<file path="src/rtl/seg7_pkg.sv">
// Shared 7-segment constants and the hex-to-segment lookup used by the display
// decoders. Patterns are active-low, bit order gfedcba.
package seg7_pkg;

    // All segments dark.
    localparam logic [6:0] SEG_BLANK = 7'b1111111;

    // Hex digit patterns, entry k is the pattern for nibble value k.
    localparam logic [15:0][6:0] SEG_HEX_TABLE = {
        7'b0001110,  // F
        7'b0000110,  // E
        7'b0100001,  // d
        7'b1000110,  // C
        7'b0000011,  // b
        7'b0001000,  // A
        7'b0011000,  // 9
        7'b0000000,  // 8
        7'b1111000,  // 7
        7'b0000010,  // 6
        7'b0010010,  // 5
        7'b0011001,  // 4
        7'b0110000,  // 3
        7'b0100100,  // 2
        7'b1111001,  // 1
        7'b1000000   // 0
    };

    function automatic logic [6:0] seg7_hex(input logic [3:0] nibble);
        return SEG_HEX_TABLE[nibble];
    endfunction

endpackage

</file>
<file path="src/rtl/seg7_decode.sv">
// One hex digit of a 7-segment display: 4-bit nibble in, active-low gfedcba out.
// Purely combinational.
module seg7_decode
    import seg7_pkg::*;
(
    input  logic [3:0] i_nibble,
    output logic [6:0] o_seg
);

    // Table lookup of the active-low segment pattern.
    always_comb begin
        o_seg = seg7_hex(i_nibble);
    end

endmodule

</file>
<file path="src/rtl/var_mod_counter.sv">
// Variable-modulus up/down counter with a free-running tick divider, wrap carry
// pulse and DIGITS active-low hex displays of the count. The tick is used as a
// clock enable; no derived clock exists.
module var_mod_counter
    import seg7_pkg::*;
#(
    parameter int CLK_FREQ = 50_000_000,
    parameter int TICK_HZ  = 1,
    parameter int WIDTH    = 8,
    parameter int DIGITS   = 2
)
(
    input  logic                  clk_50m,
    input  logic                  rst_n,
    input  logic                  en,
    input  logic                  clr,
    input  logic                  dir,
    input  logic [WIDTH-1:0]      modulus,
    output logic [WIDTH-1:0]      count,
    output logic                  carry,
    output logic                  tick,
    output logic [7*DIGITS-1:0]   hex
);

    // DIV must be at least 2 and 4*DIGITS must cover WIDTH.
    localparam int DIV   = CLK_FREQ / TICK_HZ;
    localparam int DIV_W = $clog2(DIV);
    localparam int NIB_W = 4 * DIGITS;

    logic [DIV_W-1:0] r_div;
    logic [WIDTH-1:0] r_count;
    logic             r_carry;
    logic             w_tick;
    logic [WIDTH-1:0] w_mod_eff;
    logic [WIDTH-1:0] w_top;
    logic [NIB_W-1:0] w_nibbles;

    // Tick is the last divider state; modulus below 2 is treated as 2.
    always_comb begin
        w_tick    = (r_div == DIV_W'(DIV - 1));
        w_mod_eff = (modulus < WIDTH'(2)) ? WIDTH'(2) : modulus;
        w_top     = w_mod_eff - WIDTH'(1);
    end

    // Free-running divider 0..DIV-1; clr restarts it so the next tick is a full period away.
    always_ff @(posedge clk_50m or negedge rst_n) begin
        if (!rst_n) begin
            r_div <= '0;
        end else if (clr || w_tick) begin
            r_div <= '0;
        end else begin
            r_div <= r_div + DIV_W'(1);
        end
    end

    // Count update on enabled ticks; carry is a one-cycle pulse on wrap only.
    always_ff @(posedge clk_50m or negedge rst_n) begin
        if (!rst_n) begin
            r_count <= '0;
            r_carry <= 1'b0;
        end else begin
            r_carry <= 1'b0;
            if (clr) begin
                r_count <= '0;
            end else if (w_tick && en) begin
                if (dir) begin
                    if (r_count >= w_top) begin
                        r_count <= '0;
                        r_carry <= 1'b1;
                    end else begin
                        r_count <= r_count + WIDTH'(1);
                    end
                end else begin
                    if (r_count == '0) begin
                        r_count <= w_top;
                        r_carry <= 1'b1;
                    end else if (r_count > w_top) begin
                        // Modulus was lowered below the current count: clamp without carry.
                        r_count <= w_top;
                    end else begin
                        r_count <= r_count - WIDTH'(1);
                    end
                end
            end
        end
    end

    // Zero-extend the count so unused upper nibbles display "0".
    always_comb begin
        w_nibbles = NIB_W'(r_count);
    end

    assign count = r_count;
    assign carry = r_carry;
    assign tick  = w_tick;

    genvar k;
    generate
        for (k = 0; k < DIGITS; k++) begin : g_digit
            seg7_decode u_dec (
                .i_nibble (w_nibbles[4*k +: 4]),
                .o_seg    (hex[7*k +: 7])
            );
        end
    endgenerate

endmodule
</file>
<file path="config.mk">
export PLATFORM = sky130hd
export DESIGN_NAME = var_mod_counter
export DESIGN_NICKNAME = d
export VERILOG_FILES = /design/src/rtl/seg7_pkg.sv /design/src/rtl/seg7_decode.sv /design/src/rtl/var_mod_counter.sv
export SDC_FILE = /design/constraint.sdc
export NUM_CORES = 1
export LEC_CHECK = 0
export BUFFER_PORTS_ARGS = -buffer_cell sky130_fd_sc_hd__buf_2
export CORE_AREA = 4 4 75 77
export CTS_CLUSTER_DIAMETER = 150
export DETAILED_ROUTE_END_ITERATION = 10
export DIE_AREA = 0 0 79 81
export GPL_TIMING_DRIVEN = 0
export PLACE_DENSITY = 0.77
export SYNTH_ARGS = -nofsm -noshare
export SYNTH_HDL_FRONTEND = slang
export SYNTH_SLANG_ARGS = --single-unit
</file>
<file path="constraint.sdc">
create_clock -name clk_50m -period 2.4 [get_ports clk_50m]
set_input_delay 0.36 -clock clk_50m [delete_from_list [all_inputs] [get_ports clk_50m]]
set_output_delay 0.36 -clock clk_50m [all_outputs]
set_load 0.02 [all_outputs]
</file>
# Word level (Yosys, flattened, before mapping)
# Memory sizes are Yosys's and may differ from the RTL's.
# Index checks and enable logic that the tools add are counted.
dict set report word_totals {
  ff_bits 35
  mem_bits_ro 224
  out_inout_bits 24
  word_cells 34
  memories 2
}
# name words width read_ports rd_clocked_by_memory_dff write_ports line
set memory_table {}
lappend memory_table {{(name not given)} 16 7 1 0 0 seg7_pkg.sv:29} ;# return SEG_HEX_TABLE[nibble];
lappend memory_table {{(name not given)} 16 7 1 0 0 seg7_pkg.sv:29}
dict set report classes {
  addsub 4
  n_lt_le_gt_ge 5
  eq_ne 1
  n_mux 15
  reduce_logical 4
}
# op count
set op_table {}
lappend op_table {{two-way mux 8 bit} 7}
lappend op_table {{adder 26 x 1 -> 26 bit (second input constant)} 1}
lappend op_table {{== test 26 bit (second input constant)} 1}
lappend op_table {{two-way mux 26 bit} 1}
lappend op_table {{subtractor 8 x 1 -> 8 bit (second input constant)} 2}
lappend op_table {{two-way mux 7 bit} 2}
lappend op_table {{< comparator 4 x 5 -> 1 bit (second input constant)} 2}
lappend op_table {{adder 8 x 1 -> 8 bit (second input constant)} 1}
lappend op_table {{greater-or-equal comparator 8 bit} 1}
lappend op_table {{greater-than comparator 8 bit} 1}
lappend op_table {{logical NOT 8 bit} 1}
lappend op_table {{< comparator 8 x 2 -> 1 bit (second input constant)} 1}
lappend op_table {{two-way mux 1 bit} 5}
lappend op_table {{nonzero test 2 bit} 1}
lappend op_table {{logical AND 1 bit} 1}
lappend op_table {{logical OR 1 bit} 1}

# Longest topological paths before layout
dict set report depth {
  depth_word 9
  depth_mapped 13
}

# Cells and area by module
# From an unflattened synthesis, not the netlist that was laid out.
dict set report hier_totals {
  cells_unflattened 358
  area_unflattened_um2 3004.1
}
# module instances cells_per_inst area_per_inst_um2 seq_area_each_um2
set by_module_without_submodules {}
lappend by_module_without_submodules {var_mod_counter 1 291 2489.9 875.8}
lappend by_module_without_submodules {{seg7_decode at g_digit[1].u_dec} 1 34 259.0 0.0}
lappend by_module_without_submodules {{seg7_decode at g_digit[0].u_dec} 1 33 255.2 0.0}

# Worst setup path before layout
# No wires, ideal clock.
dict set report synth_timing {
  path_type {input to register}
  start {input modulus[4]}
  end {register r_count[2] (netlist: count[2])}
  setup_ns 0.082
  arrival_time_ns 3.079
  required_ns 2.318
  setup_slack_ns -0.761
  path_stages 13
  cell_sequence {nor4_1 > nand2_1 > o21ai_0 > ha_1 > nand2_1 > xor2_1 > ha_1 > nand4_1 > nor2_1 > nor2_1 > nor3_2 > mux2_2 > o22ai_1}
}
dict set report synth_between {
  elab_chain_len 9
  word_cells_on_any_way 11
  classes_between {add/sub (1); order compare (3); mux (7)}
}
# item line
set synth_lines {}
lappend synth_lines {{start: declaration} var_mod_counter.sv:18} ;# input logic [WIDTH-1:0] modulus,
lappend synth_lines {{< comparator 8 x 2 -> 1 bit} var_mod_counter.sv:41} ;# w_mod_eff = (modulus < WIDTH'(2)) ? WIDTH'(2) : modulus;
lappend synth_lines {{two-way mux 8 bit (*)} var_mod_counter.sv:41}
lappend synth_lines {{subtractor 8 x 1 -> 8 bit (*)} var_mod_counter.sv:42} ;# w_top = w_mod_eff - WIDTH'(1);
lappend synth_lines {{greater-than comparator 8 bit} var_mod_counter.sv:77} ;# end else if (r_count > w_top) begin
lappend synth_lines {{two-way mux 8 bit} var_mod_counter.sv:77}
lappend synth_lines {{two-way mux 8 bit} var_mod_counter.sv:74} ;# if (r_count == '0) begin
lappend synth_lines {{two-way mux 8 bit (*)} var_mod_counter.sv:66} ;# if (dir) begin
lappend synth_lines {{two-way mux 8 bit (*)} var_mod_counter.sv:65} ;# end else if (w_tick && en) begin
lappend synth_lines {{two-way mux 8 bit (*)} var_mod_counter.sv:63} ;# if (clr) begin
lappend synth_lines {{end signal: assignment} var_mod_counter.sv:71} ;# r_count <= r_count + WIDTH'(1);
lappend synth_lines {{end signal: assignment} var_mod_counter.sv:75} ;# r_count <= w_top;
lappend synth_lines {{end signal: assignment} var_mod_counter.sv:79} ;# r_count <= w_top;
lappend synth_lines {{end: declaration} var_mod_counter.sv:31} ;# logic [WIDTH-1:0] r_count;
# Mark *: on every way between the ends. The rest lies on a longest branch, timed or not. The select of a mux whose other input is x is not followed.
# A chain may end at the register's enable or synchronous reset.

# Final worst setup path
dict set report layout_timing {
  start {input modulus[3]}
  end {register r_count[2] (netlist: count[2])}
}
# Same word-level chain as after synthesis.

==> Flow_metrics.wiki <==
{| class="wikitable"
! Metric !! Value
|-
| Outcome || finished with violations
|-
| Via count of the routed design || 2754
|-
| Area share of fa/ha/maj cells after synthesis || 0.0838
|-
| Area share of xor/xnor cells in the synthesized design || 0.0926
|-
| Max-cap viol count || 0
|-
| Share of final-layout standard cells stronger than drive strength 1 || 0.249
|-
| Max-slew headroom || 0.494
|-
| Routed length on met3 || 350 um
|-
| Total core area || 0.00501 sq mm
|-
| Final slew viol count || 0
|-
| Fraction of synthesis flops using an asynchronous set or reset pin || 1.00
|-
| Initial core utilization || 0.566
|-
| Number of standard-cell rows in the floorplan || 26
|-
| Cell type with the largest total area after synthesis || sky130_fd_sc_hd__dfrtp_1
|-
| Most used flip-flop cell after synthesis || sky130_fd_sc_hd__dfrtp_1
|-
| Highest layer used for signal routing || met4
|-
| Count of H-tree levels built during CTS || 2
|-
| Fraction of the core area covered by cells at the end of the flow || 0.700
|-
| Maximum frequency from static timing analysis || 0.323 GHz
|-
| Critical path start-end classification || input pin to register
|-
| First DRT Iteration DRCs || 280
|-
| Post-CTS Hold Fix Bufs || 0
|-
| Crit-path max FO || 6
|-
| Wire length on met1 || 3000 um
|-
| Final routed wire length divided by cell count || 15.4 um
|-
| First-pass GRT wire length || 11900 um
|-
| Height of the die || 81 um
|-
| Maximum number of pins on one net before global-route repair || 36
|-
| Synth Area per Inst || 8.32 sq um
|-
| Clock slew seen by the registers of the worst setup and hold paths || 60 ps
|-
| Ys Warns || 0
|-
| DRT antenna net count || 0
|-
| DRC || 0
|-
| Proportion of synthesized chip area in sequential cells || 0.309
|-
| CTS Root Cell || sky130_fd_sc_hd__clkbuf_8
|-
| Post-synthesis cell count || 341
|-
| Largest cells by area after synthesis || sky130_fd_sc_hd__dfrtp_1 31%, sky130_fd_sc_hd__ha_1 8.4%, sky130_fd_sc_hd__nor2_1 6.7%, sky130_fd_sc_hd__xor2_1 5.2%, sky130_fd_sc_hd__xnor2_1 4.0%
|-
| Netlist cell types || 56
|-
| Hold WS || 144 ps
|-
| Count of flip-flops with a built-in enable after synthesis || 0
|-
| GRT Overall Usage || 0.234
|-
| Number of global-route vias before repair || 2677
|-
| Part of the cycle the worst path needs || 1.29
|-
| Clock Sinks || 35
|-
| ANT cells || 0
|-
| Clk Latency, worst-skew pair || 290 ps
|-
| Sequence of cells on the critical path || buf_8 > or4_4 > or3_4 > o21a_1 > ha_4 > nand4_1 > nor2_4 > a211oi_4 > buf_6 > nor3_4 > mux2_2 > o22ai_1
|-
| Most used standard cells in the synthesized netlist || 51 x sky130_fd_sc_hd__nor2_1, 35 x sky130_fd_sc_hd__dfrtp_1, 26 x sky130_fd_sc_hd__nand2_1
|-
| Fraction of synthesized area in multiplexers || 0.0371
|-
| Power Density || 339 mW/mm^2
|-
| Post-synthesis instance area || 0.00284 sq mm
|-
| Worst slew pin tran || 759 ps
|-
| Total I/O pin count || 37
|-
| Weighted congestion reported at the end of routability-driven placement || 0.910
|-
| Clock tree from TritonCTS || done
|-
| Critical Path Start Type || input pin
|-
| Endpoint kind of the worst setup timing path || register
|-
| Clock skew || 5.95 ps
|-
| Cell with the most instances after synthesis || sky130_fd_sc_hd__nor2_1
|-
| Slowest cell on crit path || sky130_fd_sc_hd__or4_4
|-
| Path category of the worst min-delay check || input pin to async pin
|-
| Area Overhead vs Synth || 23.6%
|-
| Combinational family with the most area after synthesis || simple AND/OR/NAND/NOR gates
|-
| Die Width || 79 um
|-
| Number of fillers in the final layout || 432
|-
| Violated checks || setup timing
|-
| Worst setup slack after layout || -699 ps
|-
| Top cell type's share of synthesized area || 0.309
|-
| Total leakage power || 1.53 nW
|-
| Origin of the critical flop-to-flop path || count[0]
|-
| Vias per std cell || 5.85
|-
| Number of antenna violations at the first check in global routing || 0
|-
| Net count after synthesis || 373
|-
| Final standard cell count with taps included and fillers excluded || 471
|-
| Setup-failing EPs final || 9
|-
| Tmin final || 3100 ps
|-
| Die footprint || 0.00640 sq mm
|-
| Number of optimization iterations in the first detailed-route pass || 6
|-
| Required time of the critical path || 2610 ps
|-
| Detailed placer's ending HPWL || 5230 um
|-
| Number of storage elements in the synthesis netlist || 35
|-
| Number of I/O port buffers || 35
|-
| Grt total ovfl || 0
|-
| Area share of and/or/nand/nor cells after synthesis || 0.295
|-
| CP max stage delay || 530 ps
|-
| Unrepaired setup endpoints after global routing || true
|-
| VDD IR max || 0.000413 V
|-
| Detail Route met2 WL || 3720 um
|-
| Number of buffers created by CTS || 5
|-
| Critical Path Source || modulus[3]
|-
| Placed insts || 446
|-
| Arrival time worst endpoint || 3300 ps
|-
| WL final || 7270 um
|-
| Nets || 432
|-
| Accumulated negative setup slack || -5370 ps
|-
| Overall power || 0.00119 W
|-
| Final hold violation count || 0
|-
| Share of the synthesized area in compound gates (AO/OA/AOI/OAI) || 0.150
|-
| Buffer depth of the longest clock path || 2
|}
worst paths after layout:
kind / end / slack [ps] / cells after the start
min reg2reg: r_div[0] / 510 / 1
max: count[2] / -700 / 12
max in group asynchronous: r_div[3] / 1770 / 1
min: r_div[21] / 140 / 1
max reg2reg: count[0] / -120 / 7
min in group clk_50m: count[3] / 490 / 4
cells in the final DEF (no fill, tap or decap), types with 3 or more instances in the layout:
master	count
sky130_fd_sc_hd__clkbuf_8	7
sky130_fd_sc_hd__ha_1	17
sky130_fd_sc_hd__nor2b_1	4
sky130_fd_sc_hd__buf_6	4
sky130_fd_sc_hd__buf_4	17
sky130_fd_sc_hd__nor4_2	3
sky130_fd_sc_hd__o21ai_2	3
sky130_fd_sc_hd__xor2_1	16
sky130_fd_sc_hd__inv_1	11
sky130_fd_sc_hd__and3_1	8
sky130_fd_sc_hd__nand2_1	24
sky130_fd_sc_hd__mux2_2	3
sky130_fd_sc_hd__o21ai_0	14
sky130_fd_sc_hd__nand4_1	7
sky130_fd_sc_hd__xnor2_1	13
sky130_fd_sc_hd__nand3_1	16
sky130_fd_sc_hd__a21oi_1	20
sky130_fd_sc_hd__clkbuf_1	7
sky130_fd_sc_hd__buf_2	32
sky130_fd_sc_hd__dfrtp_1	35
sky130_fd_sc_hd__or2_2	3
sky130_fd_sc_hd__o31ai_1	6
sky130_fd_sc_hd__nor4_1	7
sky130_fd_sc_hd__or4_1	3
sky130_fd_sc_hd__mux2i_1	6
sky130_fd_sc_hd__o211ai_1	4
sky130_fd_sc_hd__and2_1	3
sky130_fd_sc_hd__nor3_1	3
sky130_fd_sc_hd__nor2_1	48
metrics by stage:
stage	cell area [sq um]	worst slack, ps
CTS	3370	-566
global route	3510	-788
finish	3510	-699
detailed placement	3120	-1110
floorplan	2860	-486
global placement	3120	-982
logic make-up after synthesis:
| group | Yosys count |
|---|---|
| AO/OA/AOI/OAI | 68 |
| flip-flops | 35 |
| XOR/XNOR | 30 |
| buffers and inverters | 23 |
| AND/OR/NAND/NOR | 156 |
| adder cells (fa/ha/maj) | 19 |
| multiplexers | 10 |
critical path, delay by kind of cell:
| kind | cells | cell delay, ps |
|---|---|---|
| simple gates | 5 | 1620 |
| compound gates | 3 | 410 |
| mux | 1 | 380 |
| fa+ha+maj | 1 | 280 |
| buf+inv | 2 | 250 |
power by group:
part / total [W] / leakage (nW) / switching (W) / internal (W)
logic: 0.000136 / 0.989 / 0.0000777 / 0.0000585
registers: 0.000599 / 0.487 / 0.00000495 / 0.000594
clock network: 0.000453 / 0.0515 / 0.000192 / 0.000261
total: 0.00119 / 1.53 / 0.000275 / 0.000914
repair_timing:
| action | CTS | global route |
|---|---|---|
| buffers inserted | 9 | 8 |
| endpoints found under the setup margin | 9 | 15 |
| pin swaps | 9 | 18 |
| gates resized for setup | 17 | 20 |
sequential cells by signal (all words and copies together) (netlist names):
register and cells:
r_div 26, count 8, carry 1
per-layer routing:
| metal | track usage | vias to the layer above |
|---|---|---|
| met5 | 0 | - |
| met1 | 0.272 | 1280 |
| met4 | 0.105 | 0 |
| met2 | 0.425 | 98 |
| li1 | - | 1356 |
| met3 | 0.0355 | 20 |
final cells by class:
cell class	instances	area, sq um	area share
inverter	12	45.0	0.0128
clock buffer	8	100	0.0286
tap	70	87.6	0.0250
multi-input combinational	283	2000	0.571
sequential	35	876	0.250
buffer	11	51.3	0.0146
timing repair buffer	52	343	0.0978
No activity file was read; power rests on OpenSTA's default activity.
